[src/rtl/add_share_seq.sv]
// Shares one 64-bit ripple adder between two requesters. ADD takes one adder pass.
// SUB takes two passes: negate B, then add. The result returns with Y86-64 ZF/SF/OF flags.

module add_64 (
  input  logic [63:0] a,
  input  logic [63:0] b,
  input  logic        cin,
  output logic [63:0] sum,
  output logic        ovf
);
  always_comb begin
    logic [64:0] c;
    c    = '0;
    c[0] = cin;
    sum  = '0;
    for (int i = 0; i < 64; i++) begin
      sum[i]   = a[i] ^ b[i] ^ c[i];
      c[i + 1] = (a[i] & b[i]) | (c[i] & (a[i] ^ b[i]));
    end
    // Signed overflow: the carry into the MSB differs from the carry out of it.
    ovf = c[64] ^ c[63];
  end
endmodule

module add_share_seq #(
  parameter int W = 64
) (
  input  logic         clk,
  input  logic         reset,
  input  logic [1:0]   req_valid,
  output logic [1:0]   req_ready,
  input  logic         req0_op,
  input  logic [W-1:0] req0_a,
  input  logic [W-1:0] req0_b,
  input  logic         req1_op,
  input  logic [W-1:0] req1_a,
  input  logic [W-1:0] req1_b,
  output logic         rsp_valid,
  input  logic         rsp_ready,
  output logic         rsp_id,
  output logic [W-1:0] rsp_result,
  output logic         rsp_zf,
  output logic         rsp_sf,
  output logic         rsp_of
);
  typedef enum logic [1:0] {S_IDLE, S_NEG, S_ADD, S_RESP} state_t;

  state_t       state;
  logic         last_grant;
  logic         gnt_idx;
  logic         accept;
  logic         id_reg;
  logic         op_reg;
  logic [W-1:0] a_reg;
  logic [W-1:0] b_reg;
  logic [W-1:0] b_orig;
  logic [W-1:0] add_a;
  logic [W-1:0] add_b;
  logic [W-1:0] sum;
  logic         add_ovf;
  logic         sub_of;

  // Round robin: on a tie the requester that was not served last wins.
  always_comb begin
    gnt_idx = req_valid[1];
    if (&req_valid) gnt_idx = ~last_grant;
  end

  assign req_ready = (state == S_IDLE && !reset && |req_valid) ? {gnt_idx, ~gnt_idx} : 2'b00;
  assign accept    = |(req_valid & req_ready);

  assign add_a = (state == S_NEG) ? ~b_reg : a_reg;
  assign add_b = (state == S_NEG) ? {{(W-1){1'b0}}, 1'b1} : b_reg;

  add_64 u_add (
    .a   (add_a),
    .b   (add_b),
    .cin (1'b0),
    .sum (sum),
    .ovf (add_ovf)
  );

  // B_reg holds -B during the SUB add pass, so the SUB overflow uses the original B.
  assign sub_of = (a_reg[W-1] != b_orig[W-1]) && (sum[W-1] != a_reg[W-1]);

  // NOTE: sequential state uses non-blocking assignments so every register
  // samples the values from before this edge, regardless of statement order.
  always_ff @(posedge clk) begin
    if (reset) begin
      state      <= S_IDLE;
      last_grant <= 1'b1;
      rsp_valid  <= 1'b0;
      rsp_id     <= 1'b0;
      rsp_result <= '0;
      rsp_zf     <= 1'b0;
      rsp_sf     <= 1'b0;
      rsp_of     <= 1'b0;
    end else begin
      case (state)
        S_IDLE: if (accept) state <= (gnt_idx ? req1_op : req0_op) ? S_NEG : S_ADD;
        S_NEG:  state <= S_ADD;
        S_ADD: begin
          rsp_result <= sum;
          rsp_zf     <= (sum == '0);
          rsp_sf     <= sum[W-1];
          rsp_of     <= op_reg ? sub_of : add_ovf;
          rsp_id     <= id_reg;
          rsp_valid  <= 1'b1;
          state      <= S_RESP;
        end
        S_RESP: if (rsp_ready) begin
          rsp_valid  <= 1'b0;
          last_grant <= rsp_id;
          state      <= S_IDLE;
        end
        default: state <= S_IDLE;
      endcase
    end
  end

  // NOTE: operand latches carry no reset; they are always written before the
  // FSM reads them, so a reset would only add fan-out on the reset net.
  always_ff @(posedge clk) begin
    if (accept) begin
      id_reg <= gnt_idx;
      op_reg <= gnt_idx ? req1_op : req0_op;
      a_reg  <= gnt_idx ? req1_a  : req0_a;
      b_reg  <= gnt_idx ? req1_b  : req0_b;
      b_orig <= gnt_idx ? req1_b  : req0_b;
    end else if (state == S_NEG) begin
      b_reg  <= sum;
    end
  end
endmodule

[config.mk]
export PLATFORM = sky130hd
export DESIGN_NAME = add_share_seq
export DESIGN_NICKNAME = d
export VERILOG_FILES = /design/src/rtl/add_share_seq.sv
export SDC_FILE = /design/constraint.sdc
export NUM_CORES = 1
export LEC_CHECK = 0
export BUFFER_PORTS_ARGS = -buffer_cell sky130_fd_sc_hd__buf_2
export CAP_MARGIN = 20
export CORE_ASPECT_RATIO = 0.5
export CORE_MARGIN = 10
export CORE_UTILIZATION = 40
export CTS_CLUSTER_DIAMETER = 80
export DETAILED_ROUTE_END_ITERATION = 6
export GPL_TIMING_DRIVEN = 1
export HOLD_SLACK_MARGIN = 0.1
export SLEW_MARGIN = 15
export SYNTH_ARGS = -nofsm -noshare
export SYNTH_HDL_FRONTEND = slang
export SYNTH_SLANG_ARGS = --single-unit
[constraint.sdc]
create_clock -name clk -period 39.1 [get_ports clk]
set_input_delay 0 -clock clk [delete_from_list [all_inputs] [get_ports clk]]
set_output_delay 0 -clock clk [all_outputs]
set_load 0.01 [all_outputs]
==> impl_metrics.yaml <==
sta:
  finalCritPeriodShare_pct: 80.9
  finalSetupTns_ps: 0
  finalHoldViolations: 0
  holdWs_ps: 152
  rsz0062_at_grt: "false"
  slew_headroom_pct: 32.1
  worst_pin_slew_ps: 1020
  setup-violations-final: 0
  fin_skew_ps: 18.3
  min_period_ps: 31640
  finalMaxSlewViolations: 0
  max_clock_freq_mhz: 31.6
setup_path:
  arrival_ps: 32090
  crit_type: "flip-flop to flip-flop"
  crit_path_start_kind: "flip-flop"
  cpPeakStageDelay_ps: 790
  cpMaxStageDelayCell: "ha_4"
  cp-end-kind: "flip-flop"
  cp_common_cell: "fa_1"
  critPathMaxFanout: 74
  worstPathRequired_ps: 39550
clock_tree:
  clk_pin_slew_ps: 60
  cts_buffer_depth: 3
  cts-htree-levels: 1
  numCtsBuffers: 21
  clock_sinks: 202
  clk_latency_ps: 510
  cts_root_buf: "clkbuf_16"
  cts_tree: "yes"
synthesis:
  ys_warn_count: 0
  synth_area_mm2: 0.0113
  synth.avg_cell_area_um2: 11.6
  seq_area_frac_synth_pct: 47.5
  netlist.area_leader.share_pct: 34.9
  synth_commonest_cells: "131 x edfxtp_1, 126 x nand2_1, 122 x mux2i_1"
  synth.ff_latch_count: 202
  synth_xor_area_share_pct: 0.0778
  synth_edf_count: 131
  synth_cell_types: 42
  synth_area_leaders: "edfxtp_1 35%, dfxtp_1 13%, fa_1 11%"
  yosysMostFrequentCell: "edfxtp_1"
  async_reset_ff_share_pct: 0
  syn_inst: 971
  synth_nets: 1302
  synth_top_area_cell: "edfxtp_1"
  synthMuxAreaShare_pct: 17.4
  synth-simple-area-share_pct: 12.4
  synth_ff_type: "edfxtp_1"
  synth_compound_area_share_pct: 5.59
  synth_fa_ha_area_share_pct: 11.8
  synth_top_family_by_area: "multiplexers"
placement:
  place.gp.congestion: 0.813
  place_area_mm2: 0.0132
  port_buffers: 333
  hpwl_mm: 25.6
  post-place-cells: 1636
route:
  ant_nets: 0
  wirelength_mm: 37.9
  vias_per_cell: 4.97
  drt-pass1-iter-count: 5
  top_layer_used: "met4"
  vias: 9620
  met1Wirelength_mm: 15.5
  wl_met2_mm: 19.9
  drt_iter0_drc: 580
  drc: 0
  wl_per_cell_um: 19.6
  wl_met3_mm: 1.46
grt:
  overflow: 0
  grt_use_total_pct: 20.7
  antenna_found_initial: 4
  grt_max_degree: 75
  grt_pass1_vias: 10600
  grt_pass1_wl_mm: 59.1
pwr:
  powerDensity_mw_per_mm2: 102
  ir_drop_mv: 0.0449
  p_leak_uw: 0.00704
die:
  core_mm2: 0.0277
  pin_count: 334
  dieArea_mm2: 0.0357
  die_w_um: 257
  die_y_um: 139
  initial_utilization_pct: 40.7
  num_rows: 43
finish:
  nets: 1867
  drive_above_1_share_pct: 29.2
  finalInstanceArea_mm2: 0.0164
  post-route-util_pct: 59.3
  fin_cells: 1937
  syn2layout_area_growth_pct: 45.9
run:
  maxCapViolCount: 0
status:
  status: "complete, no violations"
min_path:
  worstHoldPathType: "input port to flip-flop"
-- layout by cell type (no fill, tap or decap), types with 4 or more instances in the layout --
master	count
clkbuf_8	4
edfxtp_1	131
clkbuf_16	21
inv_1	68
mux2i_1	122
nand2_1	126
dlygate4sd3_1	259
nand2b_1	5
nor2b_1	61
buf_2	333
dfxtp_1	71
buf_4	9
nor4_1	13
a22oi_1	63
nor2_1	73
clkinv_2	8
nand3_1	4
mux2_2	66
diode_2	5
o21ai_0	7
a21oi_1	5
fa_1	63
-- stage by stage --
step / total power, µW / worst slack (ps)
2_1_floorplan: 1010 / 8980
3_3_place_gp: 1280 / 7610
3_5_place_dp: 1300 / 7420
4_1_cts: 1670 / 7190
5_1_grt: 1800 / 6220
6_report: 1670 / 7460
-- cell type report --
type | count | area [µm²]
multi-input cells | 641 | 5360
clock inverters | 10 | 51.3
fillers | 2349 | 11300
well taps | 382 | 478
inverters | 69 | 260
clock buffers | 27 | 588
repair buffers | 601 | 4330
flip-flops and latches | 202 | 5360
diodes | 5 | 12.5
-- per-layer routing --
layer / vias to the layer above / track usage [%]
met2: 228 / 38.5
met1: 4814 / 24.0
met3: 68 / 3.51
met5: - / 0
met4: 0 / 6.25
li1: 4510 / -
-- logic make-up after synthesis --
kind of cell | after synthesis
AND/OR/NAND/NOR | 298
flip-flops | 202
adder cells (fa/ha/maj) | 68
multiplexers | 188
AO/OA/AOI/OAI | 86
buffers and inverters | 128
XOR/XNOR | 1
-- timing repair --
item | in CTS | in global routing
hold endpoints to repair | 134 | 0
buffers inserted | 0 | 0
endpoints found under the setup margin | 0 | 0
hold buffers | 259 | 0
gates resized for setup | 0 | 0
-- worst max-delay path: cells and delay by family, from the launching register on --
| family | cells | cell delay, ps |
|---|---|---|
| AOI/OAI and AO/OA | 1 | 110 |
| buffers and inverters | 5 | 470 |
| adders and majority gates | 65 | 29510 |
| muxes | 1 | 180 |
| and+or+nand+nor | 3 | 940 |
| DFF | 1 | 340 |
-- power by group --
group          switching, µW  internal [µW]  leakage (µW)  total (µW)
clock                   86.2            106      0.000325         192
sequential              38.8            363       0.00182         402
combinational            549            525       0.00489        1070
total                    674            994       0.00704        1670
-- worst paths after layout --
kind                start        to  slack (ps)  depth (start not counted)
max              state[1]    rsp_zf        7460                         75
min          req_valid[1]  state[0]         150                          5
max reg2reg      state[1]    rsp_zf        7460                         75
min reg2reg        rsp_zf    rsp_zf         480                          2
(Power assumes the default switching activity.)
